File: config.mk
export PLATFORM = sky130hd
export DESIGN_NAME = kv_mblk_fsm
export DESIGN_NICKNAME = d
export VERILOG_FILES = /design/src/rtl/kv_defines_pkg.sv /design/src/rtl/kv_mblk_fsm.sv
export SDC_FILE = /design/constraint.sdc
export NUM_CORES = 1
export LEC_CHECK = 0
export ABC_CLOCK_PERIOD_IN_PS = 2200
export BUFFER_PORTS_ARGS = -buffer_cell sky130_fd_sc_hd__clkbuf_2
export CAP_MARGIN = 5
export CORE_UTILIZATION = 46
export DETAILED_ROUTE_END_ITERATION = 12
export HOLD_SLACK_MARGIN = 0.1
export PLACE_DENSITY = 0.84
export SLEW_MARGIN = 5
export SYNTH_ARGS = -nofsm -noshare
export SYNTH_HDL_FRONTEND = slang
export SYNTH_SLANG_ARGS = --single-unit
File: constraint.sdc
create_clock -name clk -period 2.2 [get_ports clk]
set_input_delay 0.22 -clock clk [delete_from_list [all_inputs] [get_ports clk]]
set_output_delay 0.22 -clock clk [all_outputs]
set_load 0.005 [all_outputs]
File: src/rtl/kv_defines_pkg.sv
// rtl/kv_defines_pkg.sv - state encoding and pad constant for the KV message-block sequencer
package kv_defines_pkg;

   typedef enum logic [2:0] {
      ST_IDLE     = 3'd0,
      ST_RW       = 3'd1,
      ST_PAD      = 3'd2,
      ST_ZERO     = 3'd3,
      ST_BLK_WAIT = 3'd4,
      ST_LENGTH   = 3'd5,
      ST_DONE     = 3'd6
   } kv_mblk_state_e;

   localparam logic [31:0] KV_PAD_WORD = 32'h8000_0000;

endpackage

File: src/rtl/kv_mblk_fsm.sv
// rtl/kv_mblk_fsm.sv - message-block sequencer: copies data dwords into hash blocks and appends SHA padding
// Block offset and global data count are kept as separate counters.
module kv_mblk_fsm
   import kv_defines_pkg::*;
#(
   parameter  int BLOCK_BITS  = 512,
   parameter  int LEN_BITS    = 64,
   parameter  int PREFIX_BITS = 0,
   parameter  int MAX_DW      = 48,
   localparam int BLOCK_DW    = BLOCK_BITS / 32,
   localparam int LEN_DW      = LEN_BITS / 32,
   localparam int OFF_W       = $clog2(BLOCK_DW),
   localparam int CNT_W       = $clog2(MAX_DW + 1)
) (
   input  logic             clk,
   input  logic             rst_b,
   input  logic             zeroize,
   input  logic             start,
   input  logic             allow,
   input  logic             pad_en,
   input  logic             last,
   input  logic [CNT_W-1:0] num_dwords,
   input  logic             wr_ready,
   input  logic             blk_ready,
   output logic [CNT_W-1:0] read_offset,
   output logic             write_en,
   output logic [OFF_W-1:0] write_offset,
   output logic             write_pad,
   output logic [31:0]      pad_data,
   output logic             block_last,
   output logic             write_last,
   output logic             ready,
   output logic             done,
   output logic             error
);

   localparam logic [OFF_W-1:0] OFF_LAST  = OFF_W'(BLOCK_DW - 1);
   localparam logic [OFF_W-1:0] OFF_ZEND  = OFF_W'(BLOCK_DW - LEN_DW - 1);
   localparam logic [CNT_W-1:0] CNT_MAXM1 = CNT_W'(MAX_DW - 1);

   kv_mblk_state_e   r_state, r_pend;
   logic [OFF_W-1:0] r_off;
   logic [CNT_W-1:0] r_cnt;
   logic [31:0]      r_len;
   logic             r_err;

   kv_mblk_state_e   w_next, w_pend_nx;
   logic [OFF_W-1:0] w_off_nx, w_off_p1;
   logic [CNT_W-1:0] w_cnt_nx, w_cnt_p1;
   logic [31:0]      w_len_nx, w_len_calc;
   logic             w_err_nx;
   logic             w_at_last, w_rw_end, w_rw_err;

   assign w_off_p1    = r_off + OFF_W'(1);
   assign w_cnt_p1    = r_cnt + CNT_W'(1);
   assign w_at_last   = (r_off == OFF_LAST);
   assign w_len_calc  = ((32'(r_cnt) + 32'd1) << 5) + 32'(PREFIX_BITS);
   assign read_offset = r_cnt;
   assign write_offset = r_off;

   // Unpadded requests end on last or on the requested count; hitting MAX_DW otherwise is an overrun.
   assign w_rw_end = !pad_en && (last || (w_cnt_p1 == num_dwords));
   assign w_rw_err = !w_rw_end && !last && (r_cnt == CNT_MAXM1);

   always_comb begin
      w_next     = r_state;
      w_pend_nx  = r_pend;
      w_off_nx   = r_off;
      w_cnt_nx   = r_cnt;
      w_len_nx   = r_len;
      w_err_nx   = r_err;
      ready      = 1'b0;
      write_en   = 1'b0;
      write_pad  = 1'b0;
      pad_data   = '0;
      block_last = 1'b0;
      write_last = 1'b0;
      done       = 1'b0;
      error      = 1'b0;

      case (r_state)
         ST_IDLE: begin
            ready = 1'b1;
            if (start) begin
               w_off_nx = '0;
               w_cnt_nx = '0;
               w_len_nx = '0;
               w_err_nx = 1'b0;
               w_next   = allow ? ST_RW : ST_DONE;
            end
         end

         ST_RW: begin
            write_en   = 1'b1;
            block_last = w_at_last;
            write_last = w_rw_end || w_rw_err;
            if (wr_ready) begin
               w_off_nx = w_off_p1;
               w_cnt_nx = w_cnt_p1;
               if (w_rw_end || w_rw_err) begin
                  w_err_nx = w_rw_err;
                  w_next   = ST_DONE;
               end else if (last) begin
                  w_len_nx = w_len_calc;
                  if (w_at_last) begin
                     w_pend_nx = ST_PAD;
                     w_next    = ST_BLK_WAIT;
                  end else begin
                     w_next = ST_PAD;
                  end
               end else if (w_at_last) begin
                  w_pend_nx = ST_RW;
                  w_next    = ST_BLK_WAIT;
               end
            end
         end

         ST_PAD: begin
            write_en   = 1'b1;
            write_pad  = 1'b1;
            pad_data   = KV_PAD_WORD;
            block_last = w_at_last;
            if (wr_ready) begin
               w_off_nx = w_off_p1;
               if (r_off == OFF_ZEND) begin
                  w_next = ST_LENGTH;
               end else if (w_at_last) begin
                  w_pend_nx = ST_ZERO;
                  w_next    = ST_BLK_WAIT;
               end else begin
                  w_next = ST_ZERO;
               end
            end
         end

         // A pad word past the length slot lands above OFF_ZEND, so the fill wraps through OFF_LAST first.
         ST_ZERO: begin
            write_en   = 1'b1;
            write_pad  = 1'b1;
            block_last = w_at_last;
            if (wr_ready) begin
               w_off_nx = w_off_p1;
               if (r_off == OFF_ZEND) begin
                  w_next = ST_LENGTH;
               end else if (w_at_last) begin
                  w_pend_nx = ST_ZERO;
                  w_next    = ST_BLK_WAIT;
               end
            end
         end

         ST_BLK_WAIT: begin
            if (blk_ready) begin
               w_next = r_pend;
            end
         end

         ST_LENGTH: begin
            write_en   = 1'b1;
            write_pad  = 1'b1;
            pad_data   = w_at_last ? r_len : 32'd0;
            block_last = w_at_last;
            write_last = w_at_last;
            if (wr_ready) begin
               w_off_nx = w_off_p1;
               if (w_at_last) begin
                  w_err_nx = 1'b0;
                  w_next   = ST_DONE;
               end
            end
         end

         ST_DONE: begin
            done   = 1'b1;
            error  = r_err;
            w_next = ST_IDLE;
         end

         default: begin
            w_next = ST_IDLE;
         end
      endcase

      if (zeroize) begin
         w_next   = ST_IDLE;
         w_off_nx = '0;
         w_cnt_nx = '0;
         w_len_nx = '0;
         w_err_nx = 1'b0;
      end
   end

   always_ff @(posedge clk or negedge rst_b) begin
      if (!rst_b) begin
         r_state <= ST_IDLE;
         r_pend  <= ST_RW;
         r_off   <= '0;
         r_cnt   <= '0;
         r_len   <= '0;
         r_err   <= 1'b0;
      end else begin
         r_state <= w_next;
         r_pend  <= w_pend_nx;
         r_off   <= w_off_nx;
         r_cnt   <= w_cnt_nx;
         r_len   <= w_len_nx;
         r_err   <= w_err_nx;
      end
   end

endmodule

==> flow_metrics.env <==
export IMPL_crit_path_start_kind="flip-flop"
export IMPL_drv_slew=0
export IMPL_finalWirelength_um=4200
export IMPL_final_antenna_net_count=0
export IMPL_ir_drop_mv=0.396
export IMPL_multi_input_area_sq_um=1170
export IMPL_drt_iter0_markers=84
export IMPL_postSynth_asyncResetShare_pct=100
export IMPL_synth_simple_gate_area_share_pct=23.6
export IMPL_violations="setup timing"
export IMPL_dieArea_sq_um=4350
export IMPL_routedWlPerCell_um=13.3
export IMPL_die_h_um=66.0
export IMPL_clock_sinks=23
export IMPL_pre_cts_slack_ns=0.0938
export IMPL_numCtsBuffers=3
export IMPL_yosys_area_share_adder_pct=1.99
export IMPL_clk_latency_ns=0.27
export IMPL_synth_flop_cell="dfrtp_1"
export IMPL_hpwlAfterDp_um=3050
export IMPL_netlist_area_sq_um=1880
export IMPL_io_pins=64
export IMPL_rows=22
export IMPL_status="complete, but fails checks"
export IMPL_synth_area_mux_share_pct=3.52
export IMPL_period_needed_ns=2.25
export IMPL_io_buffers=39
export IMPL_antenna_found_initial=0
export IMPL_finalNonFillerCells=315
export IMPL_drtPass1Iterations=4
export IMPL_synth_xor_area_share_pct=5.12
export IMPL_h_tree_depth=1
export IMPL_min_delay_path_class="primary input to flip-flop"
export IMPL_synth_cell_type_count=55
export IMPL_rsz0062_at_grt="yes"
export IMPL_whs_path_depth=2
export IMPL_via_count=1709
export IMPL_area_growth_pct=16.2
export IMPL_clk_pin_slew_ns=0.09
export IMPL_maxCapViolCount=0
export IMPL_nFillCells=350
export IMPL_first_global_vias=1491
export IMPL_synth_compound_area_share_pct=20.5
export IMPL_cp_end_kind="output port"
export IMPL_grt_pass1_wl_um=7020
export IMPL_ys_ff_latch=23
export IMPL_fp_coreArea_sq_um=3800
export IMPL_synth_top_family_by_area="simple AND/OR/NAND/NOR gates"
export IMPL_syn_inst=223
export IMPL_cts_root_buf="clkbuf_8"
export IMPL_power_density_nw_per_um2=753
export IMPL_avgSynthCellArea_sq_um=8.44
export IMPL_criticalPathCategory="flip-flop to output port"
export IMPL_grt_usage_pct=21.1
export IMPL_period_share_pct=102
export IMPL_crit_required_ns=1.98
export IMPL_synth_edff_count=0
export IMPL_reg2reg_depth=8
export IMPL_setup_viol=1
export IMPL_final_nets=286
export IMPL_grt_overflow=0
export IMPL_arrival_ns=2.03
export IMPL_max_slew_worst_pin_slew_ns=0.609
export IMPL_drc=0
export IMPL_dieWidth_um=66.0
export IMPL_drive_gt1_share_pct=29.2
export IMPL_cts_tree="yes"
export IMPL_layout_setup_ws_ns=-0.0486
export IMPL_yosysSeqAreaShare_pct=30.7
export IMPL_seqCellArea_sq_um=579
export IMPL_initial_core_util_pct=49.5
export IMPL_hold_viol=0
export IMPL_crit_path_max_fanout=2
export IMPL_dp_cells=308
export IMPL_relSlewSlack_pct=59.4
export IMPL_max_freq_mhz=445
export IMPL_post_drt_via_cell_ratio=5.43
export IMPL_p_leak_uw=0.00104
export IMPL_grt_max_degree=24
export IMPL_yosysWarnings=0
export IMPL_clk_path_buf_depth=2
export IMPL_place_gp_congestion=0.942
export IMPL_fin_worst_skew_ns=0.00876
export IMPL_antenna_cells=0
## per-layer routing
metal / part of all wire (%) / global-route usage (%) / vias to the layer above
met5: 0 / 0 / -
met4: 1.2 / 9.84 / 0
met3: 7.0 / 3.28 / 4
met2: 47 / 32.0 / 76
met1: 45 / 29.3 / 796
li1: - / - / 833
## kinds of logic after synthesis
kind of cell | Yosys count
xor+xnor | 11
simple gates | 82
compound gates | 56
flops | 23
other cells | 1
fa+ha+maj | 3
buf+inv | 41
mux | 6
## cell type report
cell class / count / share of cell area [%]
multi-input combinational: 182 / 53.6
sequential: 23 / 26.5
timing repair buffer: 54 / 14.4
tap: 48 / 2.75
clock buffer: 3 / 1.89
inverter: 4 / 0.687
clock inverter: 1 / 0.229
## synthesized netlist by cell type (3+ instances only)
cell type	count	share of area [%]
and2_1	9	3.0
o31ai_1	8	3.2
clkbuf_1	4	0.80
buf_4	26	10
nor3_1	4	1.1
a31oi_1	5	1.7
xor2_1	5	2.3
xnor2_1	6	2.8
buf_2	4	1.1
inv_1	4	0.80
nand3_1	4	1.1
mux2_2	3	1.8
o21ai_0	13	3.5
nand2_1	27	5.4
dfrtp_1	22	29
nor2_1	11	2.2
a21oi_1	7	1.9
a21o_1	4	1.6
ha_1	3	2.0
a211oi_1	3	1.2
nand2b_1	7	2.3
## timing repair
item,in CTS,in global routing
hold endpoints to repair,22,0
buffers inserted,2,0
endpoints found under the setup margin,1,8
hold buffers,1,0
pin swaps,6,0
gates resized for setup,12,1
## worst max-delay path, stage by stage (launching register included)
cell and delay (ns):
dfrtp_1 0.42, ha_4 0.29, xnor2_2 0.10, o311a_1 0.20
o2111ai_2 0.13, nor4_2 0.32, or3b_4 0.19, clkbuf_2 0.10
## flip-flops by register name, summed over array words and instances (netlist names)
register	flops
write_offset	4
r_pend	2
read_offset	6
r_err	1
r_len	7
r_state	3
## stage by stage
stage | hold WS, ns | utilization (%) | area (sq um) | setup TNS [ns] | total power [uW]
3_3_place_gp | 0.243 | 54.2 | 2060 | 0 | 1310
3_5_place_dp | 0.251 | 54.2 | 2060 | 0 | 1330
2_1_floorplan | -0.0756 | - | 1970 | 0 | 1120
5_1_grt | 0.193 | 57.5 | 2190 | -0.131 | 1780
4_1_cts | 0.179 | 57.5 | 2180 | 0 | 1630
6_report | 0.181 | 57.5 | 2190 | -0.0486 | 1650
## placed cells by master (no fill, tap or decap), types with 2 or more instances in the layout
cell type and instances:
clkbuf_8 3, xor2_1 5, nor3_1 4, nand3_1 4
nand3b_1 2, mux2_1 2, dfrtp_1 20, a21o_1 4
nor2b_1 2, conb_1 24, xnor2_2 2, a21oi_1 7
and2_1 9, o21ai_0 12, o31ai_1 8, mux2_2 3
o21ai_1 2, o211ai_1 2, inv_1 4, nand2_1 27
xnor2_1 4, a31oi_1 5, ha_1 2, a211oi_1 3
clkbuf_2 39, buf_4 13, and4_1 2, nand2b_1 7
nor2_1 10, or3_1 2, nor2_2 2, dfrtp_2 2
a221oi_1 2
## worst paths after layout
check / start / to / slack [ns]
worst max-delay path: read_offset[0]$_DFFE_PN0P_ / write_last / -0.05
min in group asynchronous: rst_b / write_offset[1]$_DFFE_PN0P_ / 0.49
max in group asynchronous: rst_b / read_offset[4]$_DFFE_PN0P_ / 1.26
worst min-delay path: start / write_offset[2]$_DFFE_PN0P_ / 0.18
worst max register to register: read_offset[0]$_DFFE_PN0P_ / r_pend[1]$_DFFE_PN0P_ / 0.10
worst min register to register: r_len[10]$_DFFE_PN0P_ / r_len[10]$_DFFE_PN0P_ / 0.47
## power by group
part	switching, uW	internal (uW)	leakage (uW)
logic	452	343	0.000700
clock network	148	127	0.0000255
registers	105	471	0.000310
total	705	941	0.00104
Note: power is estimated with default switching activity, not from simulation.
